--- config.mk ---
export PLATFORM = sky130hd
export DESIGN_NAME = dup_adder78_ctrl
export DESIGN_NICKNAME = d
export VERILOG_FILES = /design/src/rtl/dup_adder78_ctrl.sv
export SDC_FILE = /design/constraint.sdc
export NUM_CORES = 1
export LEC_CHECK = 0
export ABC_CLOCK_PERIOD_IN_PS = 1910
export CORE_AREA = 2 2 283 285
export DETAILED_ROUTE_END_ITERATION = 7
export DIE_AREA = 0 0 285 287
export HOLD_SLACK_MARGIN = 0.03
export SYNTH_ARGS = -nofsm -noshare
export SYNTH_HDL_FRONTEND = slang
export SYNTH_SLANG_ARGS = --single-unit
--- constraint.sdc ---
create_clock -name clk -period 1.91 [get_ports clk]
set_input_delay 0.191 -clock clk [delete_from_list [all_inputs] [get_ports clk]]
set_output_delay 0.191 -clock clk [all_outputs]
set_load 0.01 [all_outputs]
--- src/rtl/dup_adder78_ctrl.sv ---
// dup_adder78_ctrl: sequencer and two-port round-robin arbiter for an external
// duplicated (dual-rail) carry-select adder. One operand pair is accepted at a
// time. The registered operands and their parities are driven to the adder, and
// the adder's s / s_invert pair is checked for complementarity. A mismatch is
// retried up to MAX_RETRY times before the result is flagged as an error.
//
// Handshake rule for every channel: a transfer happens on a rising clk edge where
// valid and ready are both 1. A producer holds valid and its payload stable until
// that transfer. reqN_ready depends combinationally on reqN_valid, and rsp_valid
// depends only on registered state.
module dup_adder78_ctrl #(
    parameter int WIDTH     = 78,
    parameter int MAX_RETRY = 1,
    parameter int ERR_CNT_W = 8
) (
    input  logic                 clk,
    input  logic                 rst,
    input  logic                 req0_valid,
    output logic                 req0_ready,
    input  logic [WIDTH-1:0]     req0_a,
    input  logic [WIDTH-1:0]     req0_b,
    input  logic                 req1_valid,
    output logic                 req1_ready,
    input  logic [WIDTH-1:0]     req1_a,
    input  logic [WIDTH-1:0]     req1_b,
    output logic [WIDTH-1:0]     add_a,
    output logic [WIDTH-1:0]     add_b,
    output logic                 add_pa,
    output logic                 add_pb,
    input  logic [WIDTH-1:0]     add_s,
    input  logic [WIDTH-1:0]     add_s_inv,
    output logic                 rsp_valid,
    input  logic                 rsp_ready,
    output logic [WIDTH-1:0]     rsp_sum,
    output logic                 rsp_src,
    output logic                 rsp_err,
    output logic [ERR_CNT_W-1:0] err_cnt
);

    typedef enum logic [1:0] {
        ST_IDLE  = 2'd0,
        ST_ISSUE = 2'd1,
        ST_RESP  = 2'd2
    } state_t;

    // Retry limit narrowed to the counter width (legal range 0..3).
    localparam logic [1:0]           MAX_RETRY_L = 2'(MAX_RETRY);
    localparam logic [ERR_CNT_W-1:0] ERR_CNT_MAX = '1;
    localparam logic [ERR_CNT_W-1:0] ERR_CNT_ONE = ERR_CNT_W'(1);

    state_t                 state_q, state_d;
    logic                   last_grant_q, last_grant_d;
    logic [1:0]             retry_q, retry_d;
    logic [WIDTH-1:0]       add_a_q, add_a_d;
    logic [WIDTH-1:0]       add_b_q, add_b_d;
    logic                   add_pa_q, add_pa_d;
    logic                   add_pb_q, add_pb_d;
    logic [WIDTH-1:0]       rsp_sum_q, rsp_sum_d;
    logic                   rsp_src_q, rsp_src_d;
    logic                   rsp_err_q, rsp_err_d;
    logic [ERR_CNT_W-1:0]   err_cnt_q, err_cnt_d;

    logic                   any_valid;
    logic                   grant_sel;
    logic                   accept;
    logic [WIDTH-1:0]       sel_a;
    logic [WIDTH-1:0]       sel_b;
    logic                   dual_ok;

    // Arbitration: a lone requester wins; on a tie the one not granted last wins.
    always_comb begin
        any_valid = req0_valid | req1_valid;
        grant_sel = req1_valid & (~req0_valid | ~last_grant_q);
        accept    = (state_q == ST_IDLE) & any_valid;
        sel_a     = grant_sel ? req1_a : req0_a;
        sel_b     = grant_sel ? req1_b : req0_b;
        dual_ok   = (add_s == ~add_s_inv);
    end

    // Next-state and datapath update for the IDLE -> ISSUE -> RESP sequence.
    always_comb begin
        state_d      = state_q;
        last_grant_d = last_grant_q;
        retry_d      = retry_q;
        add_a_d      = add_a_q;
        add_b_d      = add_b_q;
        add_pa_d     = add_pa_q;
        add_pb_d     = add_pb_q;
        rsp_sum_d    = rsp_sum_q;
        rsp_src_d    = rsp_src_q;
        rsp_err_d    = rsp_err_q;
        err_cnt_d    = err_cnt_q;

        case (state_q)
            ST_IDLE: begin
                if (accept) begin
                    // Parities are latched together with the operands so the
                    // adder always sees a consistent operand/parity set.
                    add_a_d      = sel_a;
                    add_b_d      = sel_b;
                    add_pa_d     = ^sel_a;
                    add_pb_d     = ^sel_b;
                    rsp_src_d    = grant_sel;
                    last_grant_d = grant_sel;
                    retry_d      = 2'd0;
                    state_d      = ST_ISSUE;
                end
            end
            ST_ISSUE: begin
                // The adder has had a full cycle to settle on the held operands.
                rsp_sum_d = add_s;
                if (dual_ok) begin
                    rsp_err_d = 1'b0;
                    state_d   = ST_RESP;
                end else if (retry_q < MAX_RETRY_L) begin
                    retry_d = retry_q + 2'd1;
                end else begin
                    rsp_err_d = 1'b1;
                    if (err_cnt_q != ERR_CNT_MAX) begin
                        err_cnt_d = err_cnt_q + ERR_CNT_ONE;
                    end
                    state_d = ST_RESP;
                end
            end
            ST_RESP: begin
                if (rsp_ready) begin
                    state_d = ST_IDLE;
                end
            end
            default: begin
                state_d = ST_IDLE;
            end
        endcase
    end

    // State register with synchronous reset; reset abandons any transaction.
    always_ff @(posedge clk) begin
        if (rst) begin
            state_q      <= ST_IDLE;
            last_grant_q <= 1'b1;
            retry_q      <= 2'd0;
            add_a_q      <= '0;
            add_b_q      <= '0;
            add_pa_q     <= 1'b0;
            add_pb_q     <= 1'b0;
            rsp_sum_q    <= '0;
            rsp_src_q    <= 1'b0;
            rsp_err_q    <= 1'b0;
            err_cnt_q    <= '0;
        end else begin
            state_q      <= state_d;
            last_grant_q <= last_grant_d;
            retry_q      <= retry_d;
            add_a_q      <= add_a_d;
            add_b_q      <= add_b_d;
            add_pa_q     <= add_pa_d;
            add_pb_q     <= add_pb_d;
            rsp_sum_q    <= rsp_sum_d;
            rsp_src_q    <= rsp_src_d;
            rsp_err_q    <= rsp_err_d;
            err_cnt_q    <= err_cnt_d;
        end
    end

    // Output drive: ready only while idle, one requester at a time.
    always_comb begin
        req0_ready = accept & ~grant_sel;
        req1_ready = accept & grant_sel;
        add_a      = add_a_q;
        add_b      = add_b_q;
        add_pa     = add_pa_q;
        add_pb     = add_pb_q;
        rsp_valid  = (state_q == ST_RESP);
        rsp_sum    = rsp_sum_q;
        rsp_src    = rsp_src_q;
        rsp_err    = rsp_err_q;
        err_cnt    = err_cnt_q;
    end

endmodule

# == Word level (Yosys, flattened, before mapping) ==
# Index checks and enable logic that the tools add are counted.
# W data, S select, Z words.
# classes
n_addsub,2
bitwise_logic,12
n_eq_ne,10
reduce_logical,9
muxes,13
n_lt_le_gt_ge,1
# op_table
operator,count
$mux W78,2
$reduce_xor A78 Y1,2
$eq A78 B78 Y1,1
$not A78 Y78,1
$mux W2,7
$add A8 B1 Y8 const B,1
$ne A2 B2 Y1 const B,4
$ne A8 B8 Y1 const B,1
$reduce_and A4 Y1,2
$pmux W2 S3,1
$not A1 Y1,5
$and A1 B1 Y1,4
$pmux W2 S2,1
$reduce_and A2 Y1,2
$ne A3 B3 Y1 const B,1
$reduce_and A3 Y1,1
$add A2 B1 Y2 const B,1
$eq A2 B1 Y1 const B,1
$eq A2 B2 Y1 const B,1
$logic_not A2 Y1,1
$lt A2 B1 Y1 const B,1
$mux W1,2
$ne A2 B1 Y1 const B,1
$or A1 B1 Y1,2
$reduce_bool A2 Y1,1
# word_totals
input_bits,473
regBits,251
word_cells,58
output_inout_bits,249

# == Longest topological paths before layout ==
# Gate-level depths: netlist (run 1).
# logic_depth
depth_word,5
ltp_mapped,8
depth_no_buf,8

# == Worst setup path after synthesis (run 1) ==
# No wires, ideal clock.
# synth_path
path_type,input to register
from,input add_s_inv[59]
to,register retry_q[0]
required_time_ns,1.845
path_slack_ns,0.194
t_arrival_ns,1.651
path_buffers,0
cell_stages,8
setup_ns,0.065
cell_sequence,xor2_1 -> nand4_1 -> nor4_1 -> nand3_1 -> nor2_1 -> nor2_1 -> mux2_1 -> nor2_1
# synth_between
elab_chain_cells,4
# synth_lines
element,line_no,text
start: declaration,31,"input logic [WIDTH-1:0] add_s_inv,"
$not A78 Y78,77,dual_ok = (add_s == ~add_s_inv);
$eq A78 B78 Y1,77,
$ne A2 B2 Y1 (no line),n/a,
$reduce_and A4 Y1 (no line),n/a,
end signal: assignment,153,retry_q <= retry_d;
end: declaration,53,"logic [1:0] retry_q, retry_d;"
# No other way between the ends.
# A chain may end at the register's enable or synchronous reset.

# == Final worst setup path (run 1) ==
# layout_path
from,input add_s_inv[30]
to,"register err_cnt_q[4], in the netlist err_cnt[4]"
# layout_between
elab_chain_cells,4
# layout_lines
element,line_no,text
$not A78 Y78,77,
$eq A78 B78 Y1,77,
$not A1 Y1 (no line),n/a,
$reduce_and A4 Y1 (no line),n/a,
end signal: assignment,161,err_cnt_q <= err_cnt_d;
end: declaration,61,"logic [ERR_CNT_W-1:0] err_cnt_q, err_cnt_d;"
# No other way between the ends.

==> results.ini, run 1 <==
[outcome]
status=complete, but fails checks
violations=setup timing

[timing]
fmax_mhz=515.6
setup_violations=3
fin_skew_ps=23.29
period_needed_ps=1939
hold_viol=0
slew_headroom_pct=55.25
slew_violations=0
rsz0062_at_grt=yes
hold_ws_ps=61.37
fin_crit_sh_pct=101.5
worst_slack_ps=-29.44
tightest_slew_ps=671.3

[clock_tree]
cts_root_buf=clkbuf_16
clockBufferDepth=3
clock_sinks=251
clkTransAtPathRegs_ps=60
insertion_delay_ps=550
cts_tree=yes
h-tree-depth=2
numCtsBuffers=35

[drt]
ant_nets=0
via_count=14980
first_pass_iters=5
finalWirelength_um=84270
drtIter0Drc=440
wl_per_cell_um=23.24
drcViolationCount=0
viasPerCell=4.132

[global_routing]
grt_first_pass_wirelength_um=112700
gr-usage-met1_pct=18.70
met2_usage_pct=36.28
grt.busiest_layer=met2
antenna_found_initial=47
grt_use_total_pct=19.57
grt_overflow=0
grt_pass1_vias=15230
grt_start_max_net_pins=82
grt_util_met3_pct=7.460

[logic_synthesis]
yosys_register_bits=251
ys_async_sr_fraction_pct=0
synth-edff-count=0
avgSynthCellArea_um2=8.946
synth_area_um2=13690
ys.flop_type=dfxtp_1
synth_cell_type_count=32
ys_seq_area_share_pct=36.71
synth.net_count=2005
synth_warnings=0
syn_inst=1530

[final_layout]
layout-drive-gt1-share_pct=18.80
mostFrequentLayoutCell=clkdlybuf4s50_1
postLayoutCoreUtil_pct=34.40
fin_nets=3010
syn_to_final_growth_pct=97.57
stdcell_count=3626
nFillCells=8107
layout.cells.most_common_list=568 x clkdlybuf4s50_1, 316 x buf_4, 249 x dfxtp_1

[run]
cap_violations=0

[worst_setup_path]
cp_max_fo=4
endpoint_kind=register
cp.required_ps=2320
path_class=input port to register
ff2ff_setup_slack_ps=150
crit_path_start_kind=input port
r2r_end=err_cnt[5]$_SDFFE_PP0P_
r2r_start=retry_q[0]$_SDFFE_PP0P_
critPathArrivalTime_ps=2350
rr_worst_depth=7

[die]
die_w_um=285
rows=103
ios=722
initial_utilization_pct=17.41
core-area_um2=78610
die_h_um=287
dieArea_um2=81800

[pwr]
max-vdd-ir-drop_uv=515.0
fin_total_pwr_uw=23950
powerDensity_nw_per_um2=885.5
p_leak_uw=0.01149

[hold_path]
whs_endpoint=add_b[45]$_SDFFE_PP0P_
hold_path_depth=3
hold_path_startpoint=req0_b[45]
hold_path.class=input port to register

[placed_design]
portBuffers=721
dp_hpwl_um=70850
pre_cts_slack_ps=-1194
place_inst=3540
place_congestion=0.8758

## through the flow
stage / setup TNS (ps) / cell area [um^2]
floorplan: 0 / 13690
global placement: -13050 / 24680
detailed placement: -13050 / 24680
CTS: -172.1 / 26130
global route: -173.5 / 27030
finish: -55.97 / 27040
## worst max-delay path by stage
| stage | start | endpoint | slack [ps] | cells past startpoint |
|---|---|---|---|---|
| global placement | req0_a[16] | add_pa$_SDFFE_PP0P_ | -1210 | 10 |
| floorplan | add_s_inv[59] | retry_q[0]$_SDFFE_PP0P_ | 190 | 8 |
| detailed placement | req0_a[16] | add_pa$_SDFFE_PP0P_ | -1190 | 10 |
| finish | add_s_inv[30] | err_cnt[4]$_SDFFE_PP0P_ | -30 | 11 |
| global route | add_s_inv[30] | err_cnt[4]$_SDFFE_PP0P_ | -60 | 11 |
| CTS | req1_a[8] | add_pa$_SDFFE_PP0P_ | -170 | 9 |
## synthesized netlist by cell type (2+ instances only)
library cell	n	area, um^2
nor3_1	3	15.01
a21oi_1	80	400.4
a211oi_1	159	1194
nor4_1	7	43.79
nand3_1	5	25.02
dfxtp_1	251	5025
buf_2	14	70.07
clkbuf_1	80	300.3
nand2_1	160	600.6
xnor3_1	4	90.09
buf_1	5	18.77
inv_1	3	11.26
xor2_1	113	989.7
nand4_1	20	125.1
xnor2_1	270	2365
mux2i_1	161	1612
nor2_1	178	668.1
ha_1	2	25.02
nor2b_1	2	12.51
## critical path, stage by stage
cell             delay (ps)
clkdlybuf4s50_1         480
xor2_1                  280
nand4_1                 260
nor4_4                  320
nand3_4                 150
nor2_4                  140
buf_6                   130
buf_12                  100
nor4b_2                  40
xnor2_1                 190
nor2_1                   50
## state kept, by name (all words and copies together), names as in the netlist
signal and cells:
state_q 2, add_pa 1, add_pb 1, rsp_src 1, rsp_err 1, add_b 78
retry_q 2, rsp_sum 78, last_grant_q 1, add_a 78, err_cnt 8
## routing by layer
layer	share of wire [%]	wire length [um]
met1	34	28450
met4	6.3	5330
met5	0.11	91
met3	9.1	7644
met2	51	42750
## final cells by class
cell class | instances | area (um^2) | area share [%]
Sequential cell | 251 | 5027 | 18.59
Inverter | 3 | 11.26 | 0.04164
Multi-Input combinational cell | 1177 | 8964 | 33.15
Clock inverter | 11 | 220.2 | 0.8143
Tap cell | 1050 | 1314 | 4.858
Timing Repair Buffer | 1067 | 10430 | 38.57
Antenna cell | 17 | 42.54 | 0.1573
Clock buffer | 50 | 1033 | 3.822
## power by group
group | internal (uW) | switching [uW] | leakage, uW
clock | 4570 | 2720 | 0.000616
sequential | 6000 | 431 | 0.00207
combinational | 5510 | 4710 | 0.00880
## timing repair
item	4_1_cts	5_1_grt
hold endpoints to repair	0	6
hold buffers	0	6
pin swaps	24	123
setup buffers	3	0
endpoints found under the setup margin	19	16
resized for setup	52	196
## cells by family after synthesis
group           count (synthesis)  synth area share, %
buf+inv                       102                2.925
simple gates                  380                11.14
compound gates                246                12.02
flops                         251                36.71
xor+xnor                      387                25.16
fa+ha+maj                       2               0.1828
mux                           162                11.86
Power figures use the tool's default switching activity.
==> inputs of run 2 (changes only) <==
--- a/config.mk
+++ b/config.mk
@@ -5,7 +5,7 @@
 export SDC_FILE = /design/constraint.sdc
 export NUM_CORES = 1
 export LEC_CHECK = 0
-export ABC_CLOCK_PERIOD_IN_PS = 1910
+export ABC_CLOCK_PERIOD_IN_PS = 2160
 export CORE_AREA = 2 2 283 285
 export DETAILED_ROUTE_END_ITERATION = 7
 export DIE_AREA = 0 0 285 287
==> constraint.sdc (replaced) <==
create_clock -name clk -period 2.16 [get_ports clk]
set_input_delay 0.216 -clock clk [delete_from_list [all_inputs] [get_ports clk]]
set_output_delay 0.216 -clock clk [all_outputs]
set_load 0.01 [all_outputs]
==> run 2 against run 1 <==
Compared with the run above: the run now ends clean; sequential power decreased by 12%; power fell by 16%; clock skew down 6.5 ps; design area is 4.7% lower; routed wire length decreased by 0.90%; first-iteration DRC count rose by 30%; combinational power is 15% lower; global-route usage about the same; final cell count is 1.3% lower; largest power group unchanged.
==> results.ini, run 2 (synthesized netlist as in run 1, its figures left out) <==
[pwr]
powerDensity_nw_per_um2=782.6  ; -12%
p_int_uw=13350  ; -17%
p_sw_uw=6824  ; -13%
p_clk_share_pct=28.6  ; -1.8 points
power_frac_comb_pct=43.2  ; +0.5 points
seqPwrFrac_pct=28.2  ; +1.3 points
p_leak_uw=0.009775  ; -15%
max-vdd-ir-drop_uv=424.4  ; -18%
p_sw_share_pct=33.82  ; +0.97 points

[clock_tree]
h-tree-depth=2  ; unchanged
numCtsBuffers=35  ; unchanged
clkTransAtPathRegs_ps=70  ; about the same
clockBufferDepth=3  ; unchanged
cts_tree=yes
clock_sinks=251  ; unchanged
insertion_delay_ps=540  ; about the same
cts_root_buf=clkbuf_16

[worst_setup_path]
critPathArrivalTime_ps=2560  ; +210 ps
path_class=input port to register
cp_max_fo=2  ; -2
endpoint_kind=register
timing.critical_path.buf_inv=2  ; -1
cp.required_ps=2620  ; +300 ps
worst_path_max_delay_cell=clkdlybuf4s50_1
critical_path.most_common_cell=xnor2_2
cpPeakStageDelay_ps=490  ; about the same
cp_top_family=XOR/XNOR gates
crit_path_start_kind=input port
crit_chain=clkdlybuf4s50_1 -> xor2_1 -> xnor2_2 -> xnor2_2 -> buf_4 -> xnor2_4 -> xnor3_1 -> mux2i_1 -> xnor2_1 -> a211oi_1

[drt]
drtIter0Drc=571  ; +30%
wl_per_cell_um=23.33  ; +0.38%
finalWirelength_um=83510  ; -0.90%
drcViolationCount=0  ; unchanged
viasPerCell=4.133  ; about the same
via_count=14800  ; -1.2%
first_pass_iters=4  ; -1
ant_nets=0  ; unchanged

[die]
die_h_um=287  ; unchanged
core-area_um2=78610  ; unchanged
ios=722  ; unchanged
rows=103  ; unchanged
initial_utilization_pct=17.41  ; unchanged
die_w_um=285  ; unchanged
dieArea_um2=81800  ; unchanged

[placed_design]
place_congestion=0.8724  ; -0.39%
pre_cts_slack_ps=-962.2  ; +231.9 ps
dp_hpwl_um=70350  ; -0.71%
portBuffers=721  ; unchanged

[final_layout]
layout.cells.most_common_list=711 x clkdlybuf4s50_1, 286 x buf_4, 260 x xnor2_1
fin_nets=2973  ; -1.2%
layout-drive-gt1-share_pct=15.38  ; -3.4 points
mostFrequentLayoutCell=clkdlybuf4s50_1
syn_to_final_growth_pct=88.34

[timing]
worst_slack_ps=63.06  ; +92.50 ps
tightest_slew_ps=506.9  ; -164.3 ps
fmax_mhz=476.9
finalSetupTns_ps=0  ; +55.97 ps
setup_violations=0  ; -3
rsz0062_at_grt=yes
hold_viol=0  ; unchanged
fin_crit_sh_pct=97.08
fin_skew_ps=16.77  ; -6.520 ps
slew_violations=0  ; unchanged
slew_headroom_pct=66.21  ; +11 points
period_needed_ps=2097

[outcome]
status=complete, no violations

[global_routing]
grt_first_pass_wirelength_um=113700  ; +0.89%
grt_use_total_pct=19.53  ; -0.034 points
grt_pass1_vias=15040  ; -1.3%
grt_start_max_net_pins=82  ; unchanged
grt_overflow=0  ; unchanged
antenna_found_initial=33  ; -30%

[run]
cap_violations=0  ; unchanged

[hold_path]
hold_path.class=input port to register

## run 2: cell count changes in the layout (fill, tap and decap cells not counted), moves of 5 or more
cell,delta
clkbuf_8,-5
xnor2_2,-37
dlygate4sd3_1,-5
dlygate4sd2_1,-18
xnor2_1,+43
bufinv_16,-5
buf_4,-30
xnor2_4,-6
xor2_1,+6
dlymetal6s2s_1,-123
clkdlybuf4s50_1,+143
diode_2,-10
xor2_2,-6
## run 2: through the flow
step / std cells / utilization (%) / cell area (um^2) / hold slack (ps) / power (uW)
after global placement: 3509 / 31.11 / 24450 / 444.0 / 14530
after CTS: 3572 / 32.65 / 25670 / 62.25 / 20600
after global routing: 3579 / 32.79 / 25780 / 47.14 / 21290
after detailed placement: 3509 / 31.11 / 24450 / 446.3 / 14550
final: 3580 / 32.79 / 25780 / 46.12 / 20180
after floorplan: 1530 / - / 13690 / 352.0 / 9591
## run 2: path summary, 6_finish.rpt
kind / from / end / slack [ps] / cells past startpoint
max: req0_a[70] / add_pa$_SDFFE_PP0P_ / 60 / 10
min: add_s[6] / rsp_sum[6]$_SDFFE_PP0P_ / 50 / 3
max reg2reg: last_grant_q$_SDFFE_PP1P_ / add_a[25]$_SDFFE_PP0P_ / 380 / 5
min reg2reg: rsp_sum[37]$_SDFFE_PP0P_ / rsp_sum[37]$_SDFFE_PP0P_ / 450 / 2
## run 2: tightest hold or removal path: stages
cell and delay, ps:
dlymetal6s2s_1 180, nand2_1 80, a21oi_1 50
## run 2: power by group through the flow
stage                     sequential (uW)  combinational, uW  clock [uW]
after global routing                 5770               9350        6170
after CTS                            5690               8920        5980
after detailed placement             5770               8780           0
final                                5690               8710        5780
after global placement               5760               8770           0
after floorplan                      6030               3560           0
## run 2: area by class of cell
class	count	area (um^2)
Antenna cell	7	17.52
Clock buffer	50	1005
Clock inverter	12	100.1
Fill cell	8300	52830
Inverter	3	11.26
Multi-Input combinational cell	1177	8462
Sequential cell	251	5025
Tap cell	1050	1314
Timing Repair Buffer	1030	9846
## run 2: layer usage
layer  GRT usage, %  vias to the layer above  part of all wire, %
li1               -                     7166                    -
met1          19.62                     6879                   35
met2          37.81                      599                   53
met3          6.365                      135                  8.0
met4          6.073                       18                  3.3
met5              0                        -                 0.14
## run 2: timing repair
item	4_1_cts	5_1_grt
setup endpoints to repair	11	11
hold endpoints to repair	0	1
hold buffers	0	1
pin swaps	2	10
resized for setup	16	17
setup buffers	1	0
==> inputs of run 3 (changes only) <==
--- a/config.mk
+++ b/config.mk
@@ -9,6 +9,7 @@
 export CORE_AREA = 2 2 283 285
 export DETAILED_ROUTE_END_ITERATION = 7
 export DIE_AREA = 0 0 285 287
+export GPL_TIMING_DRIVEN = 0
 export HOLD_SLACK_MARGIN = 0.03
 export SYNTH_ARGS = -nofsm -noshare
 export SYNTH_HDL_FRONTEND = slang
==> run 3 against run 2 <==
Compared with the run above: sequential share of layout area increased by 1.4 points; worst hold slack gained 33 ps; via count decreased by 2.7%; final cell count decreased by 5.6%; sequential cell count did not move; the run now ends with setup timing left; core utilization fell by 2.2 points; design area shrank 6.6%; non-clock buffer count down 209; setup slack got worse by 73 ps; sequential power about the same; die area did not move; combinational power decreased by 0.9%.
==> results.ini, run 3 (synthesized netlist as in run 1, its figures left out) <==
[pwr]
p_clk_share_pct=28.5  ; about the same
p_sw_share_pct=36.11  ; +2.3 points
powerDensity_nw_per_um2=833.3  ; +6.5%
power_frac_comb_pct=43.0  ; -0.2 points
max-vdd-ir-drop_uv=449.0  ; +5.8%
p_leak_uw=0.008924  ; -8.7%
seqPwrFrac_pct=28.5  ; +0.3 points
p_int_uw=12820  ; -4.0%
p_sw_uw=7244  ; +6.1%

[timing]
fin_skew_ps=16.05  ; -0.7240 ps
hold_viol=0  ; unchanged
worst_slack_ps=-10.18  ; -73.24 ps
setup_violations=1  ; +1
finalSetupTns_ps=-10.18  ; -10.18 ps
rsz0062_at_grt=no
period_needed_ps=2170  ; +73.24 ps
fmax_mhz=460.8  ; -3.4%
tightest_slew_ps=841.8  ; +334.9 ps
fin_crit_sh_pct=100.5  ; +3.4 points
slew_headroom_pct=43.88  ; -22 points
slew_violations=0  ; unchanged

[clock_tree]
cts_hold_buffers=0  ; unchanged
cts_root_buf=clkbuf_16
numCtsBuffers=34  ; -2.9%
cts_tree=yes
insertion_delay_ps=540  ; about the same
h-tree-depth=2  ; unchanged
clock_sinks=251  ; unchanged
clockBufferDepth=3  ; unchanged
clkTransAtPathRegs_ps=60  ; about the same

[worst_setup_path]
r2r_start=last_grant_q$_SDFFE_PP1P_
endpoint_kind=register
rr_worst_depth=7  ; +2
cp_max_fo=2  ; unchanged
cp.required_ps=2540  ; -80 ps
r2r_end=add_b[42]$_SDFFE_PP0P_
ff2ff_setup_slack_ps=100  ; -280 ps
crit_path_start_kind=input port
critPathArrivalTime_ps=2550  ; about the same
path_class=input port to register

[final_layout]
syn_to_final_growth_pct=75.86
stdcell_count=3378  ; -5.6%
layout.cells.most_common_list=669 x clkdlybuf4s50_1, 251 x dfxtp_1, 224 x xnor2_1
postLayoutCoreUtil_pct=30.62  ; -2.2 points
mostFrequentLayoutCell=clkdlybuf4s50_1
layout-drive-gt1-share_pct=7.749  ; -7.6 points
fin_nets=2763  ; -7.1%

[drt]
viasPerCell=4.261  ; +3.1%
wl_per_cell_um=26.56  ; +14%
drcViolationCount=0  ; unchanged
drtIter0Drc=551  ; -3.5%
ant_nets=0  ; unchanged
via_count=14400  ; -2.7%
finalWirelength_um=89700  ; +7.4%
first_pass_iters=4  ; unchanged

[placed_design]
place_congestion=0.9409  ; +7.9%
place_inst=3300  ; -6.0%
dp_hpwl_um=76940  ; +9.4%
portBuffers=720  ; -0.14%

[die]
rows=103  ; unchanged
die_h_um=287  ; unchanged
core-area_um2=78610  ; unchanged
die_w_um=285  ; unchanged
ios=722  ; unchanged
dieArea_um2=81800  ; unchanged
initial_utilization_pct=17.41  ; unchanged

[global_routing]
grt_first_pass_wirelength_um=118600  ; +4.3%
grt_use_total_pct=20.95  ; +1.4 points
grt_start_max_net_pins=13  ; -84%
grt_pass1_vias=14820  ; -1.5%
antenna_found_initial=44  ; +33%
grt_overflow=0  ; unchanged

[outcome]
status=complete, but fails checks
violations=setup timing

[hold_path]
whs_endpoint=add_b[25]$_SDFFE_PP0P_
hold_path_depth=3  ; unchanged
hold_path.class=input port to register
hold_path_startpoint=req0_b[25]

[run]
cap_violations=0  ; unchanged

## run 3: worst max-delay path by stage
stage / start / endpoint / slack (ps) / cells after the start
after floorplan: add_s_inv[59] / retry_q[0]$_SDFFE_PP0P_ / 420 / 8
after global placement: add_s[6] / retry_q[0]$_SDFFE_PP0P_ / -1330 / 9
after detailed placement: add_s[6] / retry_q[0]$_SDFFE_PP0P_ / -1330 / 9
after CTS: req1_a[18] / add_pa$_SDFFE_PP0P_ / -2 / 9
after global routing: state_q[0]$_SDFFE_PP0P_ / add_b[72]$_SDFFE_PP0P_ / 0.9 / 6
final: req0_b[61] / add_pb$_SDFFE_PP0P_ / -10 / 9
## run 3: timing repair
item / CTS / global route
pin swaps: 31 / 37
endpoints found under the setup margin: 196 / 121
setup buffers: 2 / 1
resized for setup: 117 / 92
## run 3: metal layers
metal / GRT usage (%) / wire (um)
met5: 0 / 96
met4: 9.490 / 4588
met3: 6.738 / 7169
met2: 40.61 / 47470
met1: 19.95 / 30380
## run 3: final cells by class
class	count	area [um^2]
inverters	3	11.26
plain buffers	98	490.5
fillers	8359	54540
clock inverters	17	158.9
flip-flops and latches	251	5025
repair buffers	723	7283
diodes	18	45.04
multi-input cells	1177	8816
clock buffers	41	928.4
well taps	1050	1314
## run 3: stage by stage
stage,cell area [um^2],setup slack [ps],hold slack (ps),total power [uW]
finish,24070,-10.18,79.36,20060
global route,24060,0.8513,70.17,21020
CTS,23770,-2.488,209.1,20290
detailed placement,22210,-1332,446.9,14030
global placement,22210,-1327,437.2,14000
floorplan,13690,418.9,352.0,9591
## run 3: power by group through the flow
stage / clock (uW) / combinational, uW / sequential (uW)
global placement: 0 / 8210 / 5780
detailed placement: 0 / 8240 / 5790
global route: 6000 / 9240 / 5780
finish: 5720 / 8630 / 5710
CTS: 5870 / 8700 / 5710
floorplan: 0 / 3560 / 6030
## run 3: worst max-delay path: stages
cell and delay (ps):
clkdlybuf4s50_1 470, xnor2_1 300, xnor2_1 130, xnor2_1 340, xnor2_1 190, xnor3_1 380
mux2i_2 220, xnor2_2 190, a211oi_2 100
